$ cat src/rtl/video_pkg.sv
// Shared constants for the double-buffered video path: screen geometry,
// scaled frame geometry, derived address widths and scheduler state codes.
package video_pkg;

    localparam int SCREEN_WIDTH  = 800;
    localparam int SCREEN_HEIGHT = 600;

    localparam int X_WIDTH  = 200;
    localparam int Y_HEIGHT = 150;

    localparam int X_ADDR_W = $clog2(X_WIDTH);
    localparam int Y_ADDR_W = $clog2(Y_HEIGHT);

    // Scheduler states, kept as plain constants for older tool flows.
    localparam logic [1:0] ST_IDLE = 2'd0;
    localparam logic [1:0] ST_REQ  = 2'd1;
    localparam logic [1:0] ST_FILL = 2'd2;
    localparam logic [1:0] ST_FULL = 2'd3;

endpackage

$ cat src/rtl/frame_addr_counter.sv
// Raster-order x/y write address for one scaled frame. Advances on each
// accepted pixel and wraps back to (0,0) after the last pixel.
module frame_addr_counter #(
    parameter int X_WIDTH  = 200,
    parameter int Y_HEIGHT = 150
) (
    input  logic                        clk,
    input  logic                        rst,
    input  logic                        i_clear,
    input  logic                        i_advance,
    output logic [$clog2(X_WIDTH)-1:0]  o_x,
    output logic [$clog2(Y_HEIGHT)-1:0] o_y,
    output logic                        o_last
);

    localparam int XW = $clog2(X_WIDTH);
    localparam int YW = $clog2(Y_HEIGHT);
    localparam logic [XW-1:0] X_LAST = XW'(X_WIDTH - 1);
    localparam logic [YW-1:0] Y_LAST = YW'(Y_HEIGHT - 1);

    logic [XW-1:0] r_x;
    logic [YW-1:0] r_y;
    logic          w_x_end;
    logic          w_y_end;

    assign w_x_end = (r_x == X_LAST);
    assign w_y_end = (r_y == Y_LAST);

    // Address register: clear, or step x then y with wrap at the frame end.
    always_ff @(posedge clk or posedge rst) begin
        if (rst) begin
            r_x <= '0;
            r_y <= '0;
        end else if (i_clear) begin
            r_x <= '0;
            r_y <= '0;
        end else if (i_advance) begin
            if (w_x_end) begin
                r_x <= '0;
                r_y <= w_y_end ? '0 : r_y + 1'b1;
            end else begin
                r_x <= r_x + 1'b1;
            end
        end
    end

    assign o_x    = r_x;
    assign o_y    = r_y;
    assign o_last = w_x_end && w_y_end;

endmodule

$ cat src/rtl/frame_bank_scheduler.sv
// Double-buffer controller: fills the back bank from the pixel stream,
// drives the back bank write enable with the write address, and swaps
// banks on a VGA frame boundary once the back bank holds a full frame.
module frame_bank_scheduler #(
    parameter int X_WIDTH  = 200,
    parameter int Y_HEIGHT = 150,
    parameter int CNT_W    = 16
) (
    input  logic                        CLK_40,
    input  logic                        reset,
    input  logic                        enable,
    input  logic                        pixel_valid,
    input  logic                        frame_end,
    output logic                        frame_req,
    output logic                        video_bank1_we,
    output logic                        video_bank2_we,
    output logic [$clog2(X_WIDTH)-1:0]  mem_x_pos,
    output logic [$clog2(Y_HEIGHT)-1:0] mem_y_pos,
    output logic                        video_bank_sel,
    output logic                        filling,
    output logic [CNT_W-1:0]            repeat_cnt,
    output logic                        overrun
);

    import video_pkg::*;

    localparam logic [CNT_W-1:0] CNT_MAX = '1;

    logic [1:0]       r_state;
    logic [1:0]       w_state_next;
    logic             r_frame_req;
    logic             r_filling;
    logic             r_bank_sel;
    logic [CNT_W-1:0] r_repeat_cnt;
    logic             r_overrun;

    logic             w_accept;
    logic             w_discard;
    logic             w_swap;
    logic             w_repeat;
    logic             w_last;
    logic             w_clear;

    // A pixel is written only while a fill is in progress; otherwise it is
    // dropped and flagged.
    assign w_accept  = pixel_valid && ((r_state == ST_REQ) || (r_state == ST_FILL));
    assign w_discard = pixel_valid && ((r_state == ST_IDLE) || (r_state == ST_FULL));
    assign w_swap    = frame_end && (r_state == ST_FULL);
    assign w_repeat  = frame_end && (r_state != ST_FULL) && enable;
    assign w_clear   = (r_state == ST_IDLE);

    frame_addr_counter #(
        .X_WIDTH  (X_WIDTH),
        .Y_HEIGHT (Y_HEIGHT)
    ) u_addr (
        .clk       (CLK_40),
        .rst       (reset),
        .i_clear   (w_clear),
        .i_advance (w_accept),
        .o_x       (mem_x_pos),
        .o_y       (mem_y_pos),
        .o_last    (w_last)
    );

    // Next-state logic; enable is only looked at in IDLE and when leaving FULL.
    always_comb begin
        w_state_next = r_state;
        case (r_state)
            ST_IDLE: if (enable) w_state_next = ST_REQ;
            ST_REQ:  if (w_accept) w_state_next = w_last ? ST_FULL : ST_FILL;
            ST_FILL: if (w_accept && w_last) w_state_next = ST_FULL;
            ST_FULL: if (frame_end) w_state_next = enable ? ST_REQ : ST_IDLE;
            default: w_state_next = ST_IDLE;
        endcase
    end

    // State register with Moore outputs derived from the next state.
    always_ff @(posedge CLK_40 or posedge reset) begin
        if (reset) begin
            r_state     <= ST_IDLE;
            r_frame_req <= 1'b0;
            r_filling   <= 1'b0;
        end else begin
            r_state     <= w_state_next;
            r_frame_req <= (w_state_next == ST_REQ);
            r_filling   <= (w_state_next == ST_REQ) || (w_state_next == ST_FILL);
        end
    end

    // Bank swap happens only on a frame boundary with a complete back bank.
    always_ff @(posedge CLK_40 or posedge reset) begin
        if (reset) begin
            r_bank_sel <= 1'b0;
        end else if (w_swap) begin
            r_bank_sel <= ~r_bank_sel;
        end
    end

    // Count displayed frames repeated because no new frame was ready.
    always_ff @(posedge CLK_40 or posedge reset) begin
        if (reset) begin
            r_repeat_cnt <= '0;
        end else if (w_repeat && (r_repeat_cnt != CNT_MAX)) begin
            r_repeat_cnt <= r_repeat_cnt + 1'b1;
        end
    end

    // Sticky flag for pixels that arrived with nowhere to go.
    always_ff @(posedge CLK_40 or posedge reset) begin
        if (reset) begin
            r_overrun <= 1'b0;
        end else if (w_discard) begin
            r_overrun <= 1'b1;
        end
    end

    assign frame_req      = r_frame_req;
    assign filling        = r_filling;
    assign video_bank_sel = r_bank_sel;
    assign repeat_cnt     = r_repeat_cnt;
    assign overrun        = r_overrun;
    // The back bank is the one not on display; the front bank is never written.
    assign video_bank1_we = w_accept && !r_bank_sel;
    assign video_bank2_we = w_accept &&  r_bank_sel;

endmodule

$ cat config.mk
export PLATFORM = sky130hd
export DESIGN_NAME = frame_bank_scheduler
export DESIGN_NICKNAME = d
export VERILOG_FILES = /design/src/rtl/video_pkg.sv /design/src/rtl/frame_addr_counter.sv /design/src/rtl/frame_bank_scheduler.sv
export SDC_FILE = /design/constraint.sdc
export NUM_CORES = 1
export LEC_CHECK = 0
export ABC_AREA = 1
export BUFFER_PORTS_ARGS = -buffer_cell sky130_fd_sc_hd__buf_2
export CORE_ASPECT_RATIO = 0.5
export CORE_MARGIN = 10
export CORE_UTILIZATION = 60
export CTS_CLUSTER_DIAMETER = 150
export DETAILED_ROUTE_END_ITERATION = 12
export GPL_TIMING_DRIVEN = 0
export PLACE_DENSITY_LB_ADDON = 0.1
export SLEW_MARGIN = 10
export SYNTH_ARGS = -nofsm -noshare
export SYNTH_HDL_FRONTEND = slang
export SYNTH_HIERARCHICAL = 1
export SYNTH_SLANG_ARGS = --single-unit
$ cat constraint.sdc
create_clock -name CLK_40 -period 3.89 [get_ports CLK_40]
set_input_delay 0.5835 -clock CLK_40 [delete_from_list [all_inputs] [get_ports CLK_40]]
set_output_delay 0.5835 -clock CLK_40 [all_outputs]
set_load 0.005 [all_outputs]
---- Yosys cells after proc, flatten, opt, wreduce, memory -nomap -nowiden ----
Cells that the tools add are included.
storage, ports and cells
  word-level logic and storage cells ...... 53
  output and inout port bits .............. 38
  register bits after elaboration ......... 38
operators by class
  add/sub/neg operators ................... 3
  equal/unequal tests ..................... 9
  reduce and logical (&&, ||, !) cells .... 18
  multiplexer cells ....................... 14
  bitwise gates (word level) .............. 1
operators by type and width
  operator               count
  $mux 8                 7
  $add 16x1->16 const B  1
  $add 8x1->8 const B    2
  $eq 8x8->1 const B     2
  $ne 16x16->1 const B   1
  $logic_and 1x1->1      10
  $mux 2                 4
  $pmux 2 s4             1
  $eq 2x2->1 const B     3
  $eq 2x1->1 const B     2
  $reduce_bool 2->1      2
  $logic_or 1x1->1       3
  $logic_not 2->1        1
  $mux 1                 2
  $ne 2x2->1 const B     1
  $reduce_and 2->1       1
  $logic_not 1->1        1
  $not 1->1              1

---- Longest topological paths before layout ----
Gate-level depths: netlist of the first run.
  depth after elaboration ................. 8
  gate-level depth with buffers ........... 12
  mapped depth without buffers ............ 12

---- Modules after synthesis ----
The synthesis of the first run kept the hierarchy.
by module, submodules not included
  module                times used  cells each  sequential area each (µm²)  area each (µm²)
  frame_bank_scheduler  1           199         550.5                       1,458.9
  frame_addr_counter    1           132         400.4                       991.0

---- Least setup slack after synthesis of the first run ----
No wires, ideal clock.
  kind .................................... register to register
  from .................................... register r_state[1]
  to ...................................... register r_filling (netlist: filling)
  setup time .............................. 113 ps
  arrival ................................. 1,555 ps
  path slack .............................. 2,222 ps
  required time ........................... 3,777 ps
  stages on the path, launching flop included .. 10
  cell sequence ........................... dfrtp_1 > inv_1 > ha_1 > nand2_1 > inv_1 > o21ai_0 > a31oi_1 > inv_1 > ha_1 > inv_1
on the way
  longest elaborated chain between the ends .. 8
  elaborated cells between the ends (all ways) .. 15
  those cells by class .................... 5 x eq/ne; 5 x mux; 5 x reduce/logical
RTL lines
  item                                             line                        text
  start: declaration                               frame_bank_scheduler.sv:29  logic [1:0] r_state;
  start signal: assignment                         frame_bank_scheduler.sv:84  r_state <= w_state_next;
  $eq 2x1->1 / $eq 2x2->1 (equally long branches)  frame_bank_scheduler.sv:46  assign w_accept = pixel_valid && ((r_state == ST_REQ) || (r_state == ST_FILL));
  $logic_or 1x1->1 *                               frame_bank_scheduler.sv:46
  $logic_and 1x1->1 *                              frame_bank_scheduler.sv:46
  via w_accept                                     frame_bank_scheduler.sv:37  logic w_accept;
  $logic_and 1x1->1                                frame_bank_scheduler.sv:71  ST_FILL: if (w_accept && w_last) w_state_next = ST_FULL;
  $mux 2                                           frame_bank_scheduler.sv:71
  $pmux 2 s4 *                                     frame_bank_scheduler.sv:68  case (r_state)
  via w_state_next[1]                              frame_bank_scheduler.sv:30  logic [1:0] w_state_next;
  $eq 2x1->1 / $eq 2x2->1 (equally long branches)  frame_bank_scheduler.sv:86  r_filling <= (w_state_next == ST_REQ) || (w_state_next == ST_FILL);
  $logic_or 1x1->1 *                               frame_bank_scheduler.sv:86
  end signal: assignment                           frame_bank_scheduler.sv:86
  end: declaration                                 frame_bank_scheduler.sv:32  logic r_filling;
The timed path passes the listed nets; every way through them passes the cells marked *.
A chain may end at the register's enable or synchronous reset.

---- Final worst setup path of the first run ----
  from .................................... register r_state[1]
  to ...................................... output port video_bank2_we
on the way
  longest elaborated chain between the ends .. 4
  elaborated cells between the ends (all ways) .. 5
  those cells by class .................... 2 x eq/ne; 3 x reduce/logical
RTL lines
  item                                             line                         text
  $eq 2x1->1 / $eq 2x2->1 (equally long branches)  frame_bank_scheduler.sv:46
  $logic_or 1x1->1 *                               frame_bank_scheduler.sv:46
  $logic_and 1x1->1 *                              frame_bank_scheduler.sv:46
  $logic_and 1x1->1 *                              frame_bank_scheduler.sv:124  assign video_bank2_we = w_accept && r_bank_sel;
  end: declaration                                 frame_bank_scheduler.sv:16   output logic video_bank2_we,
Mark *: on every way between the ends. The rest lies on a longest branch, timed or not.

==> summary.md, run 1 <==
| Metric | Value |
|---|---|
| Status | finished, final reports clean |
| Data required, critical path | 3.31 ns |
| Lkg Pwr | 1.482 nW |
| CTS tree | built |
| Top-area cell type share of the netlist area | 38.82% |
| Synthesized instance count | 331 |
| Synth warnings | 6 |
| Startpoint type of the worst setup path | register |
| Synthesized Nets | 346 |
| Synth Area in Adders | 5.107% |
| Dpl cells | 427 |
| Clk_lat worst skew | 0.29 ns |
| Slew Limit Fails | 0 |
| Largest net degree at the start of global routing | 23 |
| Post-place setup slack | 1.951 ns |
| Initial antenna violation count | 0 |
| Post-synth EDFFs | 0 |
| Final nets | 395 |
| Final GP Congestion | 0.8935 |
| Layer with the highest usage | met2 |
| Core Rows | 16 |
| Port Buffer Count | 42 |
| Fraction of registers with async set/reset | 100.0% |
| Clock Tree Buf Depth | 2 |
| Share of layout cells above drive strength 1 | 22.57% |
| Slew HR | 43.64% |
| Ant. Diodes | 0 |
| Hold Violations, Final | 0 |
| Compound-Gate Fraction of Synth Area | 4.954% |
| CP Class | reg -> out |
| Die Span Y | 65.19 µm |
| Min Clock Period, post-route | 2.076 ns |
| IO Pins | 43 |
| Worst path cell trace | inv_1 -> ha_1 -> nand2_1 -> nor2_1 -> buf_2 |
| Iter 0 DRT Violations | 86 |
| CP max-delay cell | dfrtp_1 |
| Worst slew pin tran | 0.8444 ns |
| Core Area | 0.003924 mm² |
| GR Util All Layers | 15.92% |
| Final setup TNS | 0 ns |
| Synth Area in XOR/XNOR | 3.575% |
| Most common cell in the synthesized netlist | nand2_1 |
| DRT Pass-1 Iters | 5 |
| Final std cells w/o fill | 435 |
| Fmax achieved | 481.7 MHz |
| Vias in the first global route | 2158 |
| Mapped cell area | 0.002450 mm² |
| Slowest stage delay, CP | 0.45 ns |
| Cell family with most CP delay | flip-flops |
| Setup-failing EPs final | 0 |
| Post-synthesis average cell area | 7.401 µm² |
| Post-synthesis mux area share | 0% |
| Starting Density | 62.44% |
| Leading area contributor after synthesis | dfrtp_1 |
| Buf/Inv on CP | 2 |
| Met2 usage | 27.63% |
| Detail Route Antenna Nets | 0 |
| CTS sink count | 38 |
| Clock skew | 0.009382 ns |
| Max H-tree Level | 2 |
| Endpoint type of the worst setup path | output pin |
| Die area | 0.007194 mm² |
| Clk root buf | clkbuf_8 |
| Die Width | 110.4 µm |
| Number of max-cap violations | 0 |
| Hold crit path type | in -> async |
| Grt met3 use | 4.377% |
| DP Wirelength | 4271 µm |
| Largest family of logic cells by synthesized area | simple AND/OR/NAND/NOR gates |
| CTS Buf Count | 5 |
| Area grow syn2layout | 15.68% |
| Post-synth top cells | nand2_1 (120), dfrtp_1 (38), inv_1 (33) |
| Setup WS post-layout | 1.814 ns |
| Unrepaired setup endpoints after global routing | no |
| Via count | 2216 |
| Global-route wire length before repair | 9563 µm |
| Via density per instance | 5.094 |
| # DRC | 0 |
| Area contributors post-synth | dfrtp_1 (39%), nand2_1 (18%), ha_1 (5.1%) |
| Routed WL | 5559 µm |
| Peak fanout along the critical path | 6 |
| Post-CTS sizing | 0 |
| CP Data Arrival Time | 1.49 ns |
| Final period util | 53.37% |
| Post-CTS Hold Buffers | 0 |
| GRT overflow | 0 |
| Pwr/cell area | 505.2 mW/mm² |
| Peak VDD IR | 0.2620 mV |
| Yosys cell types | 30 |
| Yosys reg bits | 38 |
| Worst-path clk slew | 0.08 ns |
| Simple-gate portion of the synthesized area | 40.04% |
| Post-synthesis sequential area ratio | 38.82% |
| Postcts setup bufs | 0 |
| Per-cell routed wire length | 12.78 µm |
| Grt met1 use | 19.18% |
| Primary FF master, synth | dfrtp_1 |
## sequential cells by signal, indices dropped and copies added, names as in the netlist
signal / cells
frame_req: 1
filling: 1
u_addr/o_y: 8
r_state: 2
overrun: 1
video_bank_sel: 1
u_addr/o_x: 8
repeat_cnt: 16
## worst reg2reg max path: cells and delay by family, from the launching register on
family,cells,cell delay [ns]
adder cells (fa/ha/maj),2,0.59
buffers and inverters,4,0.41
AND/OR/NAND/NOR,1,0.12
AO/OA/AOI/OAI,2,0.31
flip-flops,1,0.45
## worst paths after layout
kind                       depth (start not counted)                 start  slack [ns]                         to
max                                                5  r_state[1]$_DFF_PP0_        1.81             video_bank2_we
min                                                2                 reset        0.38  u_addr/o_y[0]$_DFFE_PP0P_
max reg2reg                                        9  r_state[1]$_DFF_PP0_        1.91          filling$_DFF_PP0_
min reg2reg                                        1   overrun$_DFFE_PP0P_        0.49        overrun$_DFFE_PP0P_
max in group asynchronous                          2                 reset        2.90        overrun$_DFFE_PP0P_
min in group CLK_40                                1   overrun$_DFFE_PP0P_        0.49        overrun$_DFFE_PP0P_
## through the flow
stage          utilization [%]  hold WS, ns  area (µm²)  power (mW)
2_1_floorplan                -       0.4678        2450      0.9285
3_3_place_gp             69.52       0.4552        2728       1.075
3_5_place_dp             69.52       0.4774        2728       1.108
4_1_cts                  72.23       0.3967        2834       1.440
5_1_grt                  72.23       0.4202        2834       1.543
6_report                 72.23       0.3837        2834       1.432
## layout make-up
class / count / area (µm²)
Multi-Input combinational cell: 249 / 1315
Buffer: 3 / 30.03
Fill cell: 322 / 1090
Tap cell: 54 / 67.56
Sequential cell: 38 / 950.9
Timing Repair Buffer: 42 / 210.2
Inverter: 41 / 153.9
Clock buffer: 7 / 76.32
Clock inverter: 1 / 30.03
## metal layers
metal,part of all wire [%],vias to the layer above
met4,0.54,0
met1,45,1028
met2,49,44
met3,5.7,5
li1,-,1139
met5,0,-
## where the power goes
group / switching [mW] / leakage (nW) / internal, mW
Clock: 0.138 / 0.0524 / 0.192
Sequential: 0.0781 / 0.508 / 0.464
Combinational: 0.358 / 0.921 / 0.202
## logic make-up after synthesis
logic type | after synthesis
compound gates | 20
xor+xnor | 10
fa+ha+maj | 10
buf+inv | 44
flops | 38
simple gates | 209
## placed cells by master, fill, tap and decap left out, types with 3 or more instances in the layout
cell type / Yosys / routed
clkbuf_8: 0 / 5
buf_2: 0 / 42
nand2_2: 7 / 7
xor2_1: 5 / 5
inv_2: 5 / 5
o21ai_1: 3 / 3
nor2_4: 7 / 7
clkinv_1: 3 / 3
nand2_1: 120 / 120
nand2_4: 3 / 3
inv_1: 33 / 33
nand3_1: 22 / 22
nor2_1: 27 / 27
xnor2_1: 5 / 5
dfrtp_1: 38 / 38
o21ai_0: 7 / 7
nand4_1: 10 / 10
ha_1: 10 / 10
nor2_2: 7 / 7
o21ai_2: 3 / 3
Power figures use the tool's default switching activity.
==> run 2: changes to the inputs <==
--- a/config.mk
+++ b/config.mk
@@ -5,11 +5,11 @@
 export SDC_FILE = /design/constraint.sdc
 export NUM_CORES = 1
 export LEC_CHECK = 0
-export ABC_AREA = 1
+export ABC_AREA = 0
 export BUFFER_PORTS_ARGS = -buffer_cell sky130_fd_sc_hd__buf_2
 export CORE_ASPECT_RATIO = 0.5
 export CORE_MARGIN = 10
-export CORE_UTILIZATION = 60
+export CORE_UTILIZATION = 54
 export CTS_CLUSTER_DIAMETER = 150
 export DETAILED_ROUTE_END_ITERATION = 12
 export GPL_TIMING_DRIVEN = 0
==> constraint.sdc (replaced) <==
create_clock -name CLK_40 -period 1.97 [get_ports CLK_40]
set_input_delay 0.2955 -clock CLK_40 [delete_from_list [all_inputs] [get_ports CLK_40]]
set_output_delay 0.2955 -clock CLK_40 [all_outputs]
set_load 0.005 [all_outputs]
==> summary.md, run 2 <==
| Metric | Value |
|---|---|
| Number of max-cap violations | 0 |
| Die area | 0.006996 mm² |
| Startpoint type of the worst setup path | register |
| Overall Power | 3.181 mW |
| Area contributors post-synth | dfrtp_1 (45%), ha_1 (5.9%), xor2_1 (4.5%) |
| # fillers | 278 |
| Combinational cell fraction of total power | 47.4% |
| CTS sink count | 38 |
| CP max-delay cell | dfrtp_1 |
| Starting Density | 58.96% |
| Endpoint type of the worst setup path | register |
| Net Sw Power | 1.250 mW |
| Via count | 1758 |
| Power Internal | 1.930 mW |
| Share of layout cells above drive strength 1 | 32.06% |
| Peak fanout along the critical path | 5 |
| DRT Pass-1 Iters | 4 |
| Ant. Diodes | 0 |
| Worst Reg-to-Reg Cells | 9 |
| Reg power frac | 36.8% |
| IO Pins | 43 |
| Dpl cells | 297 |
| Largest register FFs | 16 |
| Slowest stage delay, CP | 0.43 ns |
| Pwr/cell area | 1208 mW/mm² |
| Buf/Inv on CP | 1 |
| Post-synthesis sequential area ratio | 44.76% |
| Routed WL | 4861 µm |
| Hold crit path type | in -> async |
| Synthesized instance count | 204 |
| Fraction of registers with async set/reset | 100.0% |
| Slew Limit Fails | 0 |
| Area grow syn2layout | 23.91% |
| Die Span Y | 64.36 µm |
| Yosys cell types | 49 |
| Commonest non-fill, non-tap cell in the layout | buf_2 |
| DP Area | 0.002399 mm² |
| Worst-path clk slew | 0.07 ns |
| Primary FF master, synth | dfrtp_1 |
| Slew HR | 47.18% |
| Commonest non-fill, non-tap cells in the layout | buf_2 (43), dfrtp_1 (37), inv_1 (14), nor2_1 (14), nand3_1 (12) |
| Clock skew | 0.007058 ns |
| CP Class | reg -> reg |
| Initial antenna violation count | 0 |
| Post-CTS Hold Buffers | 0 |
| Hold Violations, Final | 0 |
| Post-synth EDFFs | 0 |
| Die Width | 108.7 µm |
| CP Data Arrival Time | 2.08 ns |
| Yosys reg bits | 38 |
| Cell family with most CP delay | simple AND/OR/NAND/NOR gates |
| Setup-failing EPs final | 0 |
| Clock Tree Buf Depth | 2 |
| Fmax achieved | 528.2 MHz |
| Unrepaired setup endpoints after global routing | yes |
| Most frequent CP cell | ha_1 |
| Global-route wire length before repair | 7645 µm |
| Port Buffer Count | 42 |
| Peak VDD IR | 0.7685 mV |
| Most common cell in the synthesized netlist | dfrtp_1 |
| Post-synthesis average cell area | 10.41 µm² |
| CTS tree | built |
| Clk_lat worst skew | 0.29 ns |
| CTS Buf Count | 5 |
| Setup slack, reg-to-reg | 0.08 ns |
| Final core utilization | 73.06% |
| Core Rows | 15 |
| Min Clock Period, post-route | 1.893 ns |
| GR Util All Layers | 13.42% |
| Clk network pwr share | 15.8% |
| Max H-tree Level | 2 |
| Core Area | 0.003603 mm² |
| Final nets | 277 |
| Status | finished, final reports clean |
| Final setup TNS | 0 ns |
| Worst path cell trace | ha_1 -> and4bb_4 -> nand3_1 -> nor2_1 -> nor4b_2 -> a21oi_1 -> o21ai_0 -> ha_1 -> inv_1 |
| Detail Route Antenna Nets | 0 |
| Synthesized Nets | 219 |
| Via density per instance | 5.617 |
| Vias in the first global route | 1659 |
| Post-synth top cells | dfrtp_1 (38), inv_1 (15), nor2_1 (14) |
| DP Wirelength | 3412 µm |
| Worst slew pin tran | 0.7914 ns |
| Leading area contributor after synthesis | dfrtp_1 |
| Final GP Congestion | 0.8254 |
| Final std cells w/o fill | 313 |
| # DRC | 0 |
| Mapped cell area | 0.002125 mm² |
| Design area | 0.002633 mm² |
| Final period util | 96.10% |
| Data required, critical path | 2.16 ns |
| Top-area cell type share of the netlist area | 44.76% |
| R2r endpoint | filling$_DFF_PP0_ |
| Switching fraction of total power | 39.31% |
| Lkg Pwr | 1.316 nW |
| Iter 0 DRT Violations | 62 |
| Per-cell routed wire length | 15.53 µm |
| R2r startpoint | u_addr/o_x[1]$_DFFE_PP0P_ |
| Clk root buf | clkbuf_8 |
| Largest net degree at the start of global routing | 23 |
| GRT overflow | 0 |
| Synth warnings | 6 |
run 2: layer usage:
| layer | global-route usage [%] | vias to the layer above | share of wire, % |
|---|---|---|---|
| met5 | 0 | - | 0 |
| met4 | 4.085 | 0 | 1.3 |
| met3 | 5.200 | 9 | 5.8 |
| met2 | 22.46 | 35 | 48 |
| met1 | 15.60 | 853 | 45 |
| li1 | - | 861 | - |
run 2: worst max-delay path by stage:
| stage | end | cells past startpoint | from |
|---|---|---|---|
| 6_report | filling$_DFF_PP0_ | 9 | u_addr/o_x[1]$_DFFE_PP0P_ |
| 5_1_grt | repeat_cnt[13]$_DFFE_PP0P_ | 6 | r_state[0]$_DFF_PP0_ |
| 4_1_cts | u_addr/o_y[2]$_DFFE_PP0P_ | 7 | r_state[0]$_DFF_PP0_ |
| 3_5_place_dp | filling$_DFF_PP0_ | 7 | r_state[1]$_DFF_PP0_ |
| 3_3_place_gp | filling$_DFF_PP0_ | 7 | r_state[1]$_DFF_PP0_ |
| 2_1_floorplan | filling$_DFF_PP0_ | 7 | r_state[0]$_DFF_PP0_ |
run 2: worst register-to-register path: stages (launching register included):
cell and delay, ns:
dfrtp_1 0.43, ha_1 0.22, and4bb_4 0.24, nand3_1 0.09
nor2_1 0.05, nor4b_2 0.15, a21oi_1 0.17, o21ai_0 0.13
ha_1 0.29, inv_1 0.03
run 2: power by group through the flow:
stage,sequential (mW),combinational (mW),clock [mW]
5_1_grt,1.20,1.68,0.555
3_5_place_dp,1.18,1.23,0
3_3_place_gp,1.17,1.19,0
2_1_floorplan,1.17,0.842,0
4_1_cts,1.17,1.31,0.521
6_report,1.17,1.51,0.503
run 2: layout make-up:
cell class              count  area (µm²)  share of cell area [%]
well taps                  51       63.81                   2.424
flip-flops and latches     38       952.2                   36.17
plain buffers               3       27.53                   1.046
inverters                  15       58.81                   2.234
clock inverters             2       10.01                  0.3802
multi-input cells         148        1174                   44.58
clock buffers               5       68.82                   2.614
repair buffers             51       277.8                   10.55
run 2: cell families after synthesis:
kind of cell / count (synthesis) / share of synthesized area [%]
AND/OR/NAND/NOR: 74 / 20.85
AO/OA/AOI/OAI: 41 / 14.61
flip-flops: 38 / 44.76
buffers and inverters: 18 / 3.945
XOR/XNOR: 17 / 7.008
adder cells (fa/ha/maj): 10 / 5.889
multiplexers: 6 / 2.945
run 2: stage by stage:
stage	worst slack, ns	hold slack, ns
floorplan	0.1707	0.2092
global placement	-0.01263	0.4129
detailed placement	-0.05387	0.4145
CTS	0.007375	0.1035
global route	-0.01512	0.1518
finish	0.07685	0.09071
run 2: what timing repair did:
action | in CTS | in global routing
pin swaps | 0 | 2
buffers inserted | 0 | 9
resized for setup | 4 | 11
setup endpoints to repair | 3 | 12
